## config.mk

```make
export PLATFORM = sky130hd
export DESIGN_NAME = mod_n_counter_ctl
export DESIGN_NICKNAME = d
export VERILOG_FILES = /design/src/rtl/mod_n_counter_ctl.sv
export SDC_FILE = /design/constraint.sdc
export NUM_CORES = 1
export LEC_CHECK = 0
export CAP_MARGIN = 10
export CORE_MARGIN = 3
export CORE_UTILIZATION = 55
export DETAILED_ROUTE_END_ITERATION = 7
export PLACE_DENSITY_LB_ADDON = 0.05
export SETUP_SLACK_MARGIN = 0.1
export SLEW_MARGIN = 20
export SYNTH_ARGS = -nofsm -noshare
export SYNTH_HDL_FRONTEND = slang
export SYNTH_SLANG_ARGS = --single-unit
```

## constraint.sdc

```tcl
create_clock -name clk -period 13.4 [get_ports clk]
set_input_delay 4.02 -clock clk [delete_from_list [all_inputs] [get_ports clk]]
set_output_delay 4.02 -clock clk [all_outputs]
set_load 0.005 [all_outputs]
```

## src/rtl/mod_n_counter_ctl.sv

```systemverilog
// mod_n_counter_ctl: programmable modulo-N counter with run-control FSM.
//
// Counts 0..M-1 (M = N, or 2^WIDTH when N == 0) up or down, in periodic
// (auto-wrap) or one-shot mode. TC flags the terminal count while running,
// and ceo = ce & TC feeds the ce input of the next cascade stage.
//
// Optional feature: define MOD_N_COUNTER_SQW_EN to add the sqw output, a
// registered square wave that toggles on every cascade-enable pulse and
// gives a 50% duty cycle with a period of 2*M enabled steps.

module mod_n_counter_ctl #(
    parameter int               WIDTH   = 11,
    parameter logic [WIDTH-1:0] RST_VAL = '0
) (
    input  logic             clk,
    input  logic             rst_n,
    input  logic             ce,
    input  logic [WIDTH-1:0] N,
    input  logic             up,
    input  logic             mode,
    input  logic             start,
    input  logic             load,
    input  logic [WIDTH-1:0] din,
    output logic [WIDTH-1:0] q,
    output logic             TC,
    output logic             ceo,
    output logic             busy,
`ifdef MOD_N_COUNTER_SQW_EN
    output logic             done,
    output logic             sqw
`else
    output logic             done
`endif
);

    typedef enum logic [1:0] {
        ST_IDLE = 2'd0,
        ST_RUN  = 2'd1,
        ST_DONE = 2'd2
    } state_t;

    localparam logic [WIDTH-1:0] ONE = WIDTH'(1);

    state_t           r_state;
    state_t           w_state_nxt;
    logic [WIDTH-1:0] r_q;
    logic [WIDTH-1:0] w_q_nxt;
    logic [WIDTH-1:0] w_mod_m1;
    logic [WIDTH-1:0] w_init;
    logic [WIDTH-1:0] w_term;
    logic             w_term_hit;
    logic             w_step;
    logic             w_tc;
    logic             w_ceo;

    // M-1 in WIDTH-bit arithmetic; N == 0 wraps to all ones, which is 2^WIDTH-1.
    assign w_mod_m1 = N - ONE;

    // Restart value: bottom of range when counting up, top when counting down.
    assign w_init = up ? '0 : w_mod_m1;

    // Value held once a one-shot run finishes.
    assign w_term = up ? w_mod_m1 : '0;

    // Counting up, anything at or above M-1 is terminal so that shrinking N
    // below the current count still wraps instead of running off to 2^WIDTH.
    assign w_term_hit = up ? (r_q >= w_mod_m1) : (r_q == '0);

    // A count step is only taken while running with the enable high.
    assign w_step = (r_state == ST_RUN) && ce;

    // State register.
    always_ff @(posedge clk or negedge rst_n) begin
        if (!rst_n) begin
            r_state <= ST_IDLE;
        end else begin
            // NOTE: registers take non-blocking assignments so every flop in
            // the design samples the pre-edge values, whatever the block order.
            r_state <= w_state_nxt;
        end
    end

    // Next-state decode; start beats load, which beats the count step.
    always_comb begin
        // NOTE: defaulting every combinational output first keeps any branch
        // that forgets to assign it from inferring a latch.
        w_state_nxt = r_state;
        case (r_state)
            ST_IDLE: begin
                if (start) begin
                    w_state_nxt = ST_RUN;
                end
            end
            ST_RUN: begin
                if (!start && !load && ce && w_term_hit && mode) begin
                    w_state_nxt = ST_DONE;
                end
            end
            ST_DONE: begin
                if (start) begin
                    w_state_nxt = ST_RUN;
                end
            end
            default: begin
                w_state_nxt = ST_IDLE;
            end
        endcase
    end

    // Status and cascade outputs, decoded from the state and current count.
    always_comb begin
        busy = 1'b0;
        done = 1'b0;
        w_tc = 1'b0;
        case (r_state)
            ST_RUN: begin
                busy = 1'b1;
                w_tc = w_term_hit;
            end
            ST_DONE: begin
                done = 1'b1;
            end
            default: begin
                busy = 1'b0;
            end
        endcase
        w_ceo = w_tc & ce;
    end

    assign TC  = w_tc;
    assign ceo = w_ceo;
    assign q   = r_q;

    // Next count value: restart, load, then wrap / hold / step.
    always_comb begin
        w_q_nxt = r_q;
        if (start) begin
            w_q_nxt = w_init;
        end else if (load) begin
            w_q_nxt = din;
        end else if (w_step) begin
            if (w_term_hit) begin
                w_q_nxt = mode ? w_term : w_init;
            end else begin
                w_q_nxt = up ? (r_q + ONE) : (r_q - ONE);
            end
        end
    end

    // Count register.
    always_ff @(posedge clk or negedge rst_n) begin
        if (!rst_n) begin
            r_q <= RST_VAL;
        end else begin
            r_q <= w_q_nxt;
        end
    end

`ifdef MOD_N_COUNTER_SQW_EN
    logic r_sqw;

    // Square-wave divider: toggles per cascade pulse, cleared by start only.
    always_ff @(posedge clk or negedge rst_n) begin
        if (!rst_n) begin
            r_sqw <= 1'b0;
        end else if (start) begin
            r_sqw <= 1'b0;
        end else if (w_ceo) begin
            r_sqw <= ~r_sqw;
        end
    end

    assign sqw = r_sqw;
`endif

endmodule

```

* Yosys cells after proc, flatten, opt, wreduce, memory -nomap -nowiden
Index checks and enable logic that the tools add are counted.
** Word-level totals
- Register bits :: 13
- Input bits :: 29
** Operators by class
- Add/sub/neg operators :: 3
- Order comparisons :: 1
- Eq/ne operators :: 4
- Muxes and demuxes :: 15
- Bitwise logic cells :: 1
- Reduce and logical (&&, ||, !) cells :: 12
** Operator list (count)
- 11-bit two-way mux :: 8
- 11-bit by 1-bit subtractor with 11-bit output, second input constant :: 2
- 11-bit by 1-bit adder with 11-bit output, second input constant :: 1
- 11-bit greater-or-equal comparator :: 1
- 11-bit logical NOT :: 1
- 1-bit logical AND :: 5
- 1-bit two-way mux :: 4
- 2-bit two-way mux :: 2
- 2-bit by 1-bit != test with 1-bit output, second input constant :: 2
- 2-bit one-hot mux with 2 select lines :: 1
- 3-bit nonzero test :: 1
- 2-bit by 1-bit == test with 1-bit output, second input constant :: 1
- 2-bit == test, second input constant :: 1
- 1-bit logical NOT :: 2
- 2-bit logical NOT :: 1
- 2-bit AND reduction :: 1
- 2-bit OR reduction :: 1
- 1-bit AND :: 1

* Longest topological paths before layout
Gate-level depths: netlist (run 1).
- Depth in word-level cells :: 7
- Mapped depth :: 13
- Depth with buffers taken out :: 12

* Worst setup path before layout (run 1)
OpenSTA, ideal clock, no wires.
- Path type :: input to output
- Start :: input port N[0]
- End :: output port ceo
- Arrival :: 6460 ps
- Setup slack :: 2920 ps
- Stages :: 13
- Path buffers :: 1
- Cell sequence :: inv_1 ha_1 or4b_4 nor4_4 xnor2_1 ha_1 a21o_1 a21o_1 a211o_1 a31o_1 buf_6 nand2_1 nor2_1
** On the way
- Word-level cells in the longest chain between the ends :: 5
** RTL lines
- start, declared :: line 18 : input logic [WIDTH-1:0] N,
- 11-bit by 1-bit subtractor with 11-bit output :: line 57 : assign w_mod_m1 = N - ONE;
- 11-bit greater-or-equal comparator :: line 67 : assign w_term_hit = up ? (r_q >= w_mod_m1) : (r_q == '0);
- 1-bit two-way mux :: line 67
- 1-bit two-way mux :: line 115 : case (r_state)
- 1-bit AND :: line 127 : w_ceo = w_tc & ce;
- end, declared :: line 26 : output logic ceo,
No other way between the ends.

* Final worst setup path (run 1)
Ends and elaborated chain as after synthesis.

==> metrics, run 1 <==
die area=between 4000 and 5000 sq um; H-tree levels=1; Row Count=20; Worst EP arrival=approximately 7700 ps; all-layer global routing usage=0.272; n_diodes=0; Worst Hold Class=register to register; syn_nets=284; Setup-failing EPs final=0; first-pass GRT wire length=8.87 mm; Pint=~140 uW; FFs w/ async S/R, synth=1.00; cell count after synthesis=233; cells along the critical path=clkdlybuf4s50_1, inv_1, ha_1, or4b_4, nor4_4, xnor2_1, ha_1, a21o_1, a21o_1, a211o_1, a31o_1, nand2_1, nor2_1, clkdlybuf4s50_1; number of setup buffers added after CTS=0; RSZ-0062 raised after global routing=false; Sw Pwr=114 uW; Yosys reg bits=13; WL per Instance=around 17 um; die width=63.7 um; vias per cell=approximately 6.4; synth-to-layout area growth=24.8%; drt total wl=between 5 and 6 mm; initial antenna violation count=0; Slew headroom=0.325; share of cells above drive strength 1=0.0481; cts repair resizes=0; max-slew violations=0; gr ovfl total=0; kind of critical path=input pin to output pin; Cell variety after synth=between 50 and 60; placeable core area=3100 sq um; PortBufs=between 40 and 50; final hold vios=0; initial core utilization=0.590; peak supply drop=0.0485 mV; drc violations=0; Setup crit start kind=input pin; sequential share of power=0.262; RePlAce Congestion=0.930; worst slew pin tran=between 1000 and 1500 ps; Fmax=between 0.08 and 0.09 GHz; post-route clock period utilization=0.874; CTS sink count=13; Max-Cap Viols=0; WP data required=approximately 9400 ps; pre-CTS WS=1710 ps; Synth Flop Type=dfrtp_1; maximum clock insertion buffer count=2; PD cells=around 110 nW/um^2; status=completed; final antenna-violating net count=0; Largest stage delay, worst path=between 500 and 600 ps; post-synthesis sequential area ratio=0.178; via count=about 2.0k; CTS Buf Count=3; Fin Setup TNS=0 ps; layout net count=roughly 320; mapped cell area=about 1800 sq um; switching part of the total=0.453; Die Y=roughly 64 um; Leakage=between 0.0009 and 0.001 uW; Final WS setup=between 1500 and 2000 ps; Comb pwr share=0.636; syn_area_per_cell=7.86 sq um; Layout Skew=about 7 ps; clock share of power=0.101; crit-path max FO=10; YS warnings=0; CTS Hold Bufs=0; placed wire-length estimate=roughly 4.1 mm; Pre-antenna DRT Iters=4; slowest cell on the critical path=or4b_4; Worst setup EP type=output pin; Post-synth EDFFs=0; crit path time final=~12000 ps; largest net degree at the start of global routing=15; root buf cell=clkbuf_4; Starting DRT DRC Count=180; vias in the first global route=1845; Clk Latency, worst-skew pair=290 ps; CTS tree=built; io pins=44; Reg clk slew, reported paths=about 80 ps
## registers in the layout, summed over array words and instances, names as in the netlist
register	cells
r_state	2
q	11
## cell usage in the layout, fill, tap and decap left out, types with 6 or more instances in the layout
cell type and count:
inv_1 7, nand2b_1 7, a31oi_1 8, xnor2_1 14, clkdlybuf4s50_1 43, nor3_1 10, xor2_1 6, nor2_1 22
o21ai_0 21, ha_1 21, nand2_1 10, a21oi_1 22, dfrtp_1 13
## critical path: cells and delay by family
kind	cells	cell delay [ps]
AOI/OAI and AO/OA	4	1000
xor gates and xnor gates	1	200
adders and majority gates	2	500
buffers and inverters	3	1050
and+or+nand+nor	4	920
## path summary, 6_finish.rpt
kind	start	to	slack, ps	depth (start not counted)
worst max-delay path	N[0]	ceo	1690	14
worst min-delay path	r_state[0]	r_state[0]	550	1
worst max register to register	q[8]	q[2]	10580	7
worst min register to register	r_state[0]	r_state[0]	550	1
max in group asynchronous	rst_n	q[1]	8890	1
min in group asynchronous	rst_n	q[7]	4110	1
## stage by stage
stage | total power (uW) | area [sq um] | cells | hold slack, ps | util
2_1_floorplan | 164 | 1830 | 233 | 488 | -
3_5_place_dp | 223 | 2260 | 310 | 534 | 0.728
3_3_place_gp | 221 | 2260 | 310 | 520 | 0.728
6_report | 252 | 2280 | 314 | 549 | 0.736
5_1_grt | 272 | 2280 | 314 | 566 | 0.736
4_1_cts | 249 | 2280 | 314 | 544 | 0.736
## metal layers
| metal | track usage | vias up | routed length (um) |
|---|---|---|---|
| met2 | 0.429 | 86 | 2380 |
| li1 | - | 970 | - |
| met1 | 0.398 | 933 | 2420 |
| met4 | 0.0836 | 0 | 63 |
| met3 | 0.0107 | 7 | 393 |
| met5 | 0 | - | 0 |
## cell families (layout without fill, tap and decap cells)
family / count (synthesis) / count (layout) / share of synthesized area
flip-flops: 13 / 13 / 0.178
AO/OA/AOI/OAI: 88 / 88 / 0.312
AND/OR/NAND/NOR: 73 / 73 / 0.214
buffers and inverters: 17 / 54 / 0.0458
XOR/XNOR: 20 / 20 / 0.0957
adder cells (fa/ha/maj): 22 / 22 / 0.154
## cell type report
type | instances | area, sq um
multi-input cells | 203 | 1420
fillers | 284 | 818
repair buffers | 43 | 430
flip-flops and latches | 13 | 325
well taps | 44 | 55.1
clock buffers | 4 | 26.3
inverters | 7 | 26.3
## power groups by stage
stage	clock [uW]	combinational, uW	sequential, uW
2_1_floorplan	0	104	60.7
6_report	25.6	160	66.1
4_1_cts	25.0	158	65.4
3_5_place_dp	0	157	66.1
5_1_grt	26.5	178	67.3
3_3_place_gp	0	155	66.0
## cells in the mapped netlist, types with 5 or more instances
master	instances	share of area
nand2b_1	7	0.024
nand2_1	10	0.021
a21oi_1	22	0.060
nor3_1	10	0.027
a31oi_1	8	0.027
o21ai_0	21	0.057
xor2_1	6	0.029
dfrtp_1	13	0.18
xnor2_1	14	0.067
ha_1	21	0.14
inv_1	7	0.014
a21o_1	5	0.021
clkbuf_1	6	0.012
nor2_1	22	0.045
Power figures use the tool's default switching activity.
==> inputs of run 2 (changes only) <==
--- a/config.mk
+++ b/config.mk
@@ -5,6 +5,7 @@
 export SDC_FILE = /design/constraint.sdc
 export NUM_CORES = 1
 export LEC_CHECK = 0
+export ABC_AREA = 0
 export CAP_MARGIN = 10
 export CORE_MARGIN = 3
 export CORE_UTILIZATION = 55
@@ -15,3 +16,4 @@
 export SYNTH_ARGS = -nofsm -noshare
 export SYNTH_HDL_FRONTEND = slang
 export SYNTH_SLANG_ARGS = --single-unit
+export TNS_END_PERCENT = 100
==> results of run 2 <==
The final DEF is identical to that of run 1; final timing and power are the same.
